### src/rtl/mfp_ahb_lite_adc_max10_if.sv
// AHB-Lite slave-side bus bundle for the MAX10 ADC register bridge.
// Ports: address phase (HSEL, HADDR, HTRANS, HWRITE, HSIZE, HREADY),
//        data phase (HWDATA in, HRDATA/HREADYOUT/HRESP back to the bus).
interface mfp_ahb_lite_adc_max10_if;
  logic        HSEL;
  logic [31:0] HADDR;
  logic [1:0]  HTRANS;
  logic        HWRITE;
  logic [2:0]  HSIZE;
  logic        HREADY;
  logic [31:0] HWDATA;
  logic [31:0] HRDATA;
  logic        HREADYOUT;
  logic        HRESP;

  modport master (
    output HSEL, HADDR, HTRANS, HWRITE, HSIZE, HREADY, HWDATA,
    input  HRDATA, HREADYOUT, HRESP
  );

  modport slave (
    input  HSEL, HADDR, HTRANS, HWRITE, HSIZE, HREADY, HWDATA,
    output HRDATA, HREADYOUT, HRESP
  );
endinterface

### src/rtl/mfp_ahb_lite_adc_max10.sv
// AHB-Lite to ADC core register-bus bridge (word accesses only).
// Latency: zero-wait-state OKAY transfers; illegal ones get a 2-cycle ERROR.
// Backpressure: HREADYOUT low only in the first ERROR cycle.
// Ports: CLK, RESETn (sync, active-low); ahb (slave modport);
//        read_addr/read_data  - combinational register read path to the core;
//        write_addr/write_data/write_enable - one-cycle register write strobe.
module mfp_ahb_lite_adc_max10 #(
  parameter int ADDR_WIDTH = 4
) (
  input  logic                      CLK,
  input  logic                      RESETn,
  mfp_ahb_lite_adc_max10_if.slave   ahb,
  output logic [ADDR_WIDTH-1:0]     read_addr,
  input  logic [31:0]               read_data,
  output logic [ADDR_WIDTH-1:0]     write_addr,
  output logic [31:0]               write_data,
  output logic                      write_enable
);

  typedef enum logic [2:0] {
    S_IDLE,
    S_READ,
    S_WRITE,
    S_ERR1,
    S_ERR2
  } state_t;

  state_t                state_q;
  state_t                state_d;
  logic [ADDR_WIDTH-1:0] addr_q;
  logic                  accept;
  logic                  legal;
  logic [ADDR_WIDTH-1:0] haddr_word;

  // Upper address bits are decoded by the interconnect, not here.
  logic unused_haddr;
  assign unused_haddr = ^ahb.HADDR[31:ADDR_WIDTH+2];

  assign haddr_word = ahb.HADDR[ADDR_WIDTH+1:2];
  assign accept     = ahb.HSEL & ahb.HREADY & ahb.HTRANS[1];
  assign legal      = (ahb.HSIZE == 3'b010) && (ahb.HADDR[1:0] == 2'b00);

  // State register and captured data-phase address.
  always_ff @(posedge CLK) begin
    if (!RESETn) begin
      state_q <= S_IDLE;
      addr_q  <= '0;
    end else begin
      state_q <= state_d;
      // ERR1 drives HREADYOUT low, so any address phase seen there is not ours to take.
      if (accept && state_q != S_ERR1)
        addr_q <= haddr_word;
    end
  end

  // Next state. ERR1 advances without HREADY: the bus is stalled by our own
  // HREADYOUT=0 in that cycle, so waiting on HREADY would deadlock.
  always_comb begin
    state_d = state_q;
    case (state_q)
      S_ERR1: state_d = S_ERR2;
      default: begin
        if (ahb.HREADY) begin
          if (!accept)
            state_d = S_IDLE;
          else if (!legal)
            state_d = S_ERR1;
          else if (ahb.HWRITE)
            state_d = S_WRITE;
          else
            state_d = S_READ;
        end
      end
    endcase
  end

  // Outputs. Outside a read data phase the read address follows the live
  // bus address so the core's combinational read path is already settled.
  always_comb begin
    ahb.HREADYOUT = 1'b1;
    ahb.HRESP     = 1'b0;
    ahb.HRDATA    = 32'h0;
    write_enable  = 1'b0;
    read_addr     = haddr_word;
    case (state_q)
      S_READ: begin
        read_addr  = addr_q;
        ahb.HRDATA = read_data;
      end
      S_WRITE: write_enable = 1'b1;
      S_ERR1: begin
        ahb.HREADYOUT = 1'b0;
        ahb.HRESP     = 1'b1;
      end
      S_ERR2: ahb.HRESP = 1'b1;
      default: ;
    endcase
  end

  assign write_addr = addr_q;
  assign write_data = ahb.HWDATA;

endmodule
### src/flat_wrapper.sv
// flat-port wrapper written by rule: the top's interface ports become plain ports
module mfp_ahb_lite_adc_max10_flat 
#(
  parameter int ADDR_WIDTH = 4
)
  (CLK, RESETn, read_addr, read_data, write_addr, write_data, write_enable, ahb_HSEL, ahb_HADDR, ahb_HTRANS, ahb_HWRITE, ahb_HSIZE, ahb_HREADY, ahb_HWDATA, ahb_HRDATA, ahb_HREADYOUT, ahb_HRESP);
  mfp_ahb_lite_adc_max10_if ahb_i ();
  input  logic CLK;
  input  logic RESETn;
  output logic [ADDR_WIDTH-1:0] read_addr;
  input  logic [31:0] read_data;
  output logic [ADDR_WIDTH-1:0] write_addr;
  output logic [31:0] write_data;
  output logic write_enable;
  input wire logic [$bits(ahb_i.HSEL)-1:0] ahb_HSEL;
  input wire logic [$bits(ahb_i.HADDR)-1:0] ahb_HADDR;
  input wire logic [$bits(ahb_i.HTRANS)-1:0] ahb_HTRANS;
  input wire logic [$bits(ahb_i.HWRITE)-1:0] ahb_HWRITE;
  input wire logic [$bits(ahb_i.HSIZE)-1:0] ahb_HSIZE;
  input wire logic [$bits(ahb_i.HREADY)-1:0] ahb_HREADY;
  input wire logic [$bits(ahb_i.HWDATA)-1:0] ahb_HWDATA;
  output wire logic [$bits(ahb_i.HRDATA)-1:0] ahb_HRDATA;
  output wire logic [$bits(ahb_i.HREADYOUT)-1:0] ahb_HREADYOUT;
  output wire logic [$bits(ahb_i.HRESP)-1:0] ahb_HRESP;
  assign ahb_i.HSEL = ahb_HSEL;
  assign ahb_i.HADDR = ahb_HADDR;
  assign ahb_i.HTRANS = ahb_HTRANS;
  assign ahb_i.HWRITE = ahb_HWRITE;
  assign ahb_i.HSIZE = ahb_HSIZE;
  assign ahb_i.HREADY = ahb_HREADY;
  assign ahb_i.HWDATA = ahb_HWDATA;
  assign ahb_HRDATA = ahb_i.HRDATA;
  assign ahb_HREADYOUT = ahb_i.HREADYOUT;
  assign ahb_HRESP = ahb_i.HRESP;
  mfp_ahb_lite_adc_max10 #(.ADDR_WIDTH(ADDR_WIDTH)) u_core (.CLK(CLK), .RESETn(RESETn), .ahb(ahb_i), .read_addr(read_addr), .read_data(read_data), .write_addr(write_addr), .write_data(write_data), .write_enable(write_enable));
endmodule
### config.mk
export PLATFORM = sky130hd
export DESIGN_NAME = mfp_ahb_lite_adc_max10_flat
export DESIGN_NICKNAME = d
export VERILOG_FILES = /design/src/rtl/mfp_ahb_lite_adc_max10_if.sv /design/src/rtl/mfp_ahb_lite_adc_max10.sv /design/src/flat_wrapper.sv
export SDC_FILE = /design/constraint.sdc
export NUM_CORES = 1
export LEC_CHECK = 0
export ABC_CLOCK_PERIOD_IN_PS = 1200
export CAP_MARGIN = 10
export CELL_PAD_IN_SITES_DETAIL_PLACEMENT = 1
export CELL_PAD_IN_SITES_GLOBAL_PLACEMENT = 1
export CORE_MARGIN = 5
export CORE_UTILIZATION = 10
export CTS_CLUSTER_SIZE = 14
export DETAILED_ROUTE_END_ITERATION = 10
export PLACE_DENSITY = 0.86
export SLEW_MARGIN = 20
export SYNTH_ARGS = -nofsm -noshare
export SYNTH_HDL_FRONTEND = slang
export SYNTH_SLANG_ARGS = --single-unit
### constraint.sdc
create_clock -name CLK -period 1.2 [get_ports CLK]
set_input_delay 0.24 -clock CLK [delete_from_list [all_inputs] [get_ports CLK]]
set_output_delay 0.24 -clock CLK [all_outputs]
set_load 0.01 [all_outputs]
==> results.cfg <==
[sta]
hold_viol = 0
slew_violations = 0
rsz0062_at_grt = yes
worst_slack_ps = -452.0
fin_crit_sh_pct = 137.7
holdWs_ps = 480.0
period_minus_slack_ps = 1652
timing.fmax_ghz = 0.6053
setup_viol = 40
tightest_slew_ps = 336.3
fin_worst_skew_ps = 0.9114
relSlewSlack_pct = 77.51

[placement]
io_buffers = 89
dp_slack_ps = -604.8
dp_hpwl_um = 3481
place_congestion = 0.7109
place_area_mm2 = 0.001763

[yosys]
yosys.area.top_type_share_pct = 27.87
synth_area_um2 = 862.1
synth_top_family_by_area = simple AND/OR/NAND/NOR gates
yosys_register_bits = 7
synth_fa_ha_area_share_pct = 0
ys_top_cells_by_count = and2_1, buf_4, nand2_1
synth_xor_xnor_area_share_pct = 0
synth_flop_cell = dfxtp_1
syn_nets = 217
synth_compound_area_share_pct = 4.499
yosysUniqueCellTypes = 24
seq_area_frac_synth_pct = 16.26
yosysWarnings = 0
synth-async-reset-ratio_pct = 0
synth-simple-area-share_pct = 38.32
ys_top_cells_by_area = buf_4, and2_1, dfxtp_1
syn_area_per_cell_um2 = 7.766
syn_inst = 111
synth_top_cell_by_area = buf_4
muxShareOfSynthArea_pct = 9.869
synth_edf_count = 0

[clock_tree]
cts_tree = done
clockBufferDepth = 2
cts.sinks = 7
path_clk_slew_ps = 40
htree_levels = 1
postCtsHoldBufs = 0
cts_buffers = 3
clk_latency_ps = 230
root_buffer = clkbuf_8

[routing]
drt.antenna.violating_nets = 0
vias_per_cell = 3.424
drc = 0
met2_length_um = 2498
wl_met3_um = 349
drtIter0Drc = 13
wl_per_cell_um = 14.36
wl_met1_um = 1400
dr.pass1.iters = 2
top_layer = met4
vias = 1017
wirelength_um = 4266

[setup_path]
critPathBufInv = 2
cp_data_required_time_ps = 960
r2r_end = u_core.write_addr[0]
end_kind = primary output
slowest_delay_ps = 330
r2r_setup_slack_ps = 0
path_delay_family = flip-flops
critPathArrivalTime_ps = 1410
reg2reg_from = u_core.state_q[2]
worstPathCellList = nor3b_4 -> buf_4 -> mux2_4 -> buf_6
cpMaxStageDelayCell = dfxtp_2
cp_max_fo = 6
start_kind = register
path_class = register to primary output
r2r_cells = 5

[power]
power.density_mw_per_mm2 = 490.3
power.leakage_nw = 0.9690
vdd_drop_max_mv = 0.3702

[floorplanning]
start_util_pct = 10.39
fp.dieH_um = 102.9
die_area_mm2 = 0.01058
ios = 181
row_count = 33
die_x_um = 102.9
core_area_mm2 = 0.008299

[grt]
grt_pass1_wl_um = 6058
overflow = 0
antenna_found_initial = 0
grt_pass1_vias = 1222
track_usage_pct = 7.452
grt_max_degree = 11

[hold_path]
min_from = ahb_HWDATA[10]
whs_endpoint = write_data[10]
worst_hold_path.num_cells = 0
hold_path_class = primary input to primary output

[finish]
area_growth_pct = 139.9
fin_nets = 299
antenna_cells = 0
drive_above_1_share_pct = 59.90
design_area_mm2 = 0.002068

[run]
max_cap_violations = 0

[status]
violations = setup timing
status = finished with violations
==> logic make-up after synthesis <==
logic type | Yosys count
buffers and inverters | 38
multiplexers | 8
AND/OR/NAND/NOR | 52
flip-flops | 7
AO/OA/AOI/OAI | 6
==> layout make-up <==
type                       count  area (um2)
fill                         962        6231
timing repair buffer         114        1162
multi-input combinational     66       580.6
sequential                     7       145.1
tap                          105       131.4
clock buffer                   4       45.04
inverter                       1       3.754
==> through the flow <==
| stage | util, % | setup TNS [ps] | std cells | power [W] |
|---|---|---|---|---|
| floorplan | - | -3968 | 111 | 0.0004574 |
| global placement | 21.24 | -20030 | 284 | 0.0006125 |
| detailed placement | 21.24 | -21480 | 284 | 0.0006209 |
| CTS | 23.40 | -14540 | 300 | 0.001007 |
| global route | 24.92 | -16270 | 297 | 0.001067 |
| finish | 24.92 | -13420 | 297 | 0.001014 |
==> routing by layer <==
metal  track usage, %  vias to the layer above
met5                0                        -
met1            7.030                      482
met4            2.390                        0
met3            1.962                        2
li1                 -                      482
met2            15.29                       51
==> cell usage in the layout, fill, tap and decap left out, types with 4 or more instances in the layout <==
master           count
nand2_1              9
dfxtp_2              4
mux2i_1              4
mux2_4               4
and2_4              30
buf_4                9
buf_6               51
buf_2                4
clkdlybuf4s50_1     43
==> power by group <==
group | leakage [nW] | switching, W | internal [W]
Sequential | 0.0587 | 0.00000574 | 0.000242
Combinational | 0.887 | 0.000134 | 0.000296
Clock | 0.0228 | 0.000106 | 0.000230
Total | 0.969 | 0.000245 | 0.000769
==> worst max-delay path by stage <==
stage | slack, ps | cells after the start | endpoint | start
CTS | -490 | 5 | read_addr[2] | u_core.state_q[1]
global route | -510 | 4 | read_addr[0] | u_core.state_q[2]
global placement | -570 | 4 | read_addr[3] | u_core.state_q[2]
finish | -450 | 4 | read_addr[2] | u_core.state_q[2]
detailed placement | -600 | 4 | read_addr[2] | u_core.state_q[2]
floorplan | -120 | 2 | read_addr[0] | u_core.state_q[0]
==> what timing repair did <==
item / 4_1_cts / 5_1_grt
buffers inserted: 9 / 1
gates resized for setup: 222 / 49
setup endpoints to repair: 49 / 49
cloned: 4 / 0
pin swaps: 13 / 22
==> state kept, by name, summed over array words and instances, names as in the netlist <==
register and count:
u_core.write_addr 4, u_core.state_q 3
(Power assumes the default switching activity.)
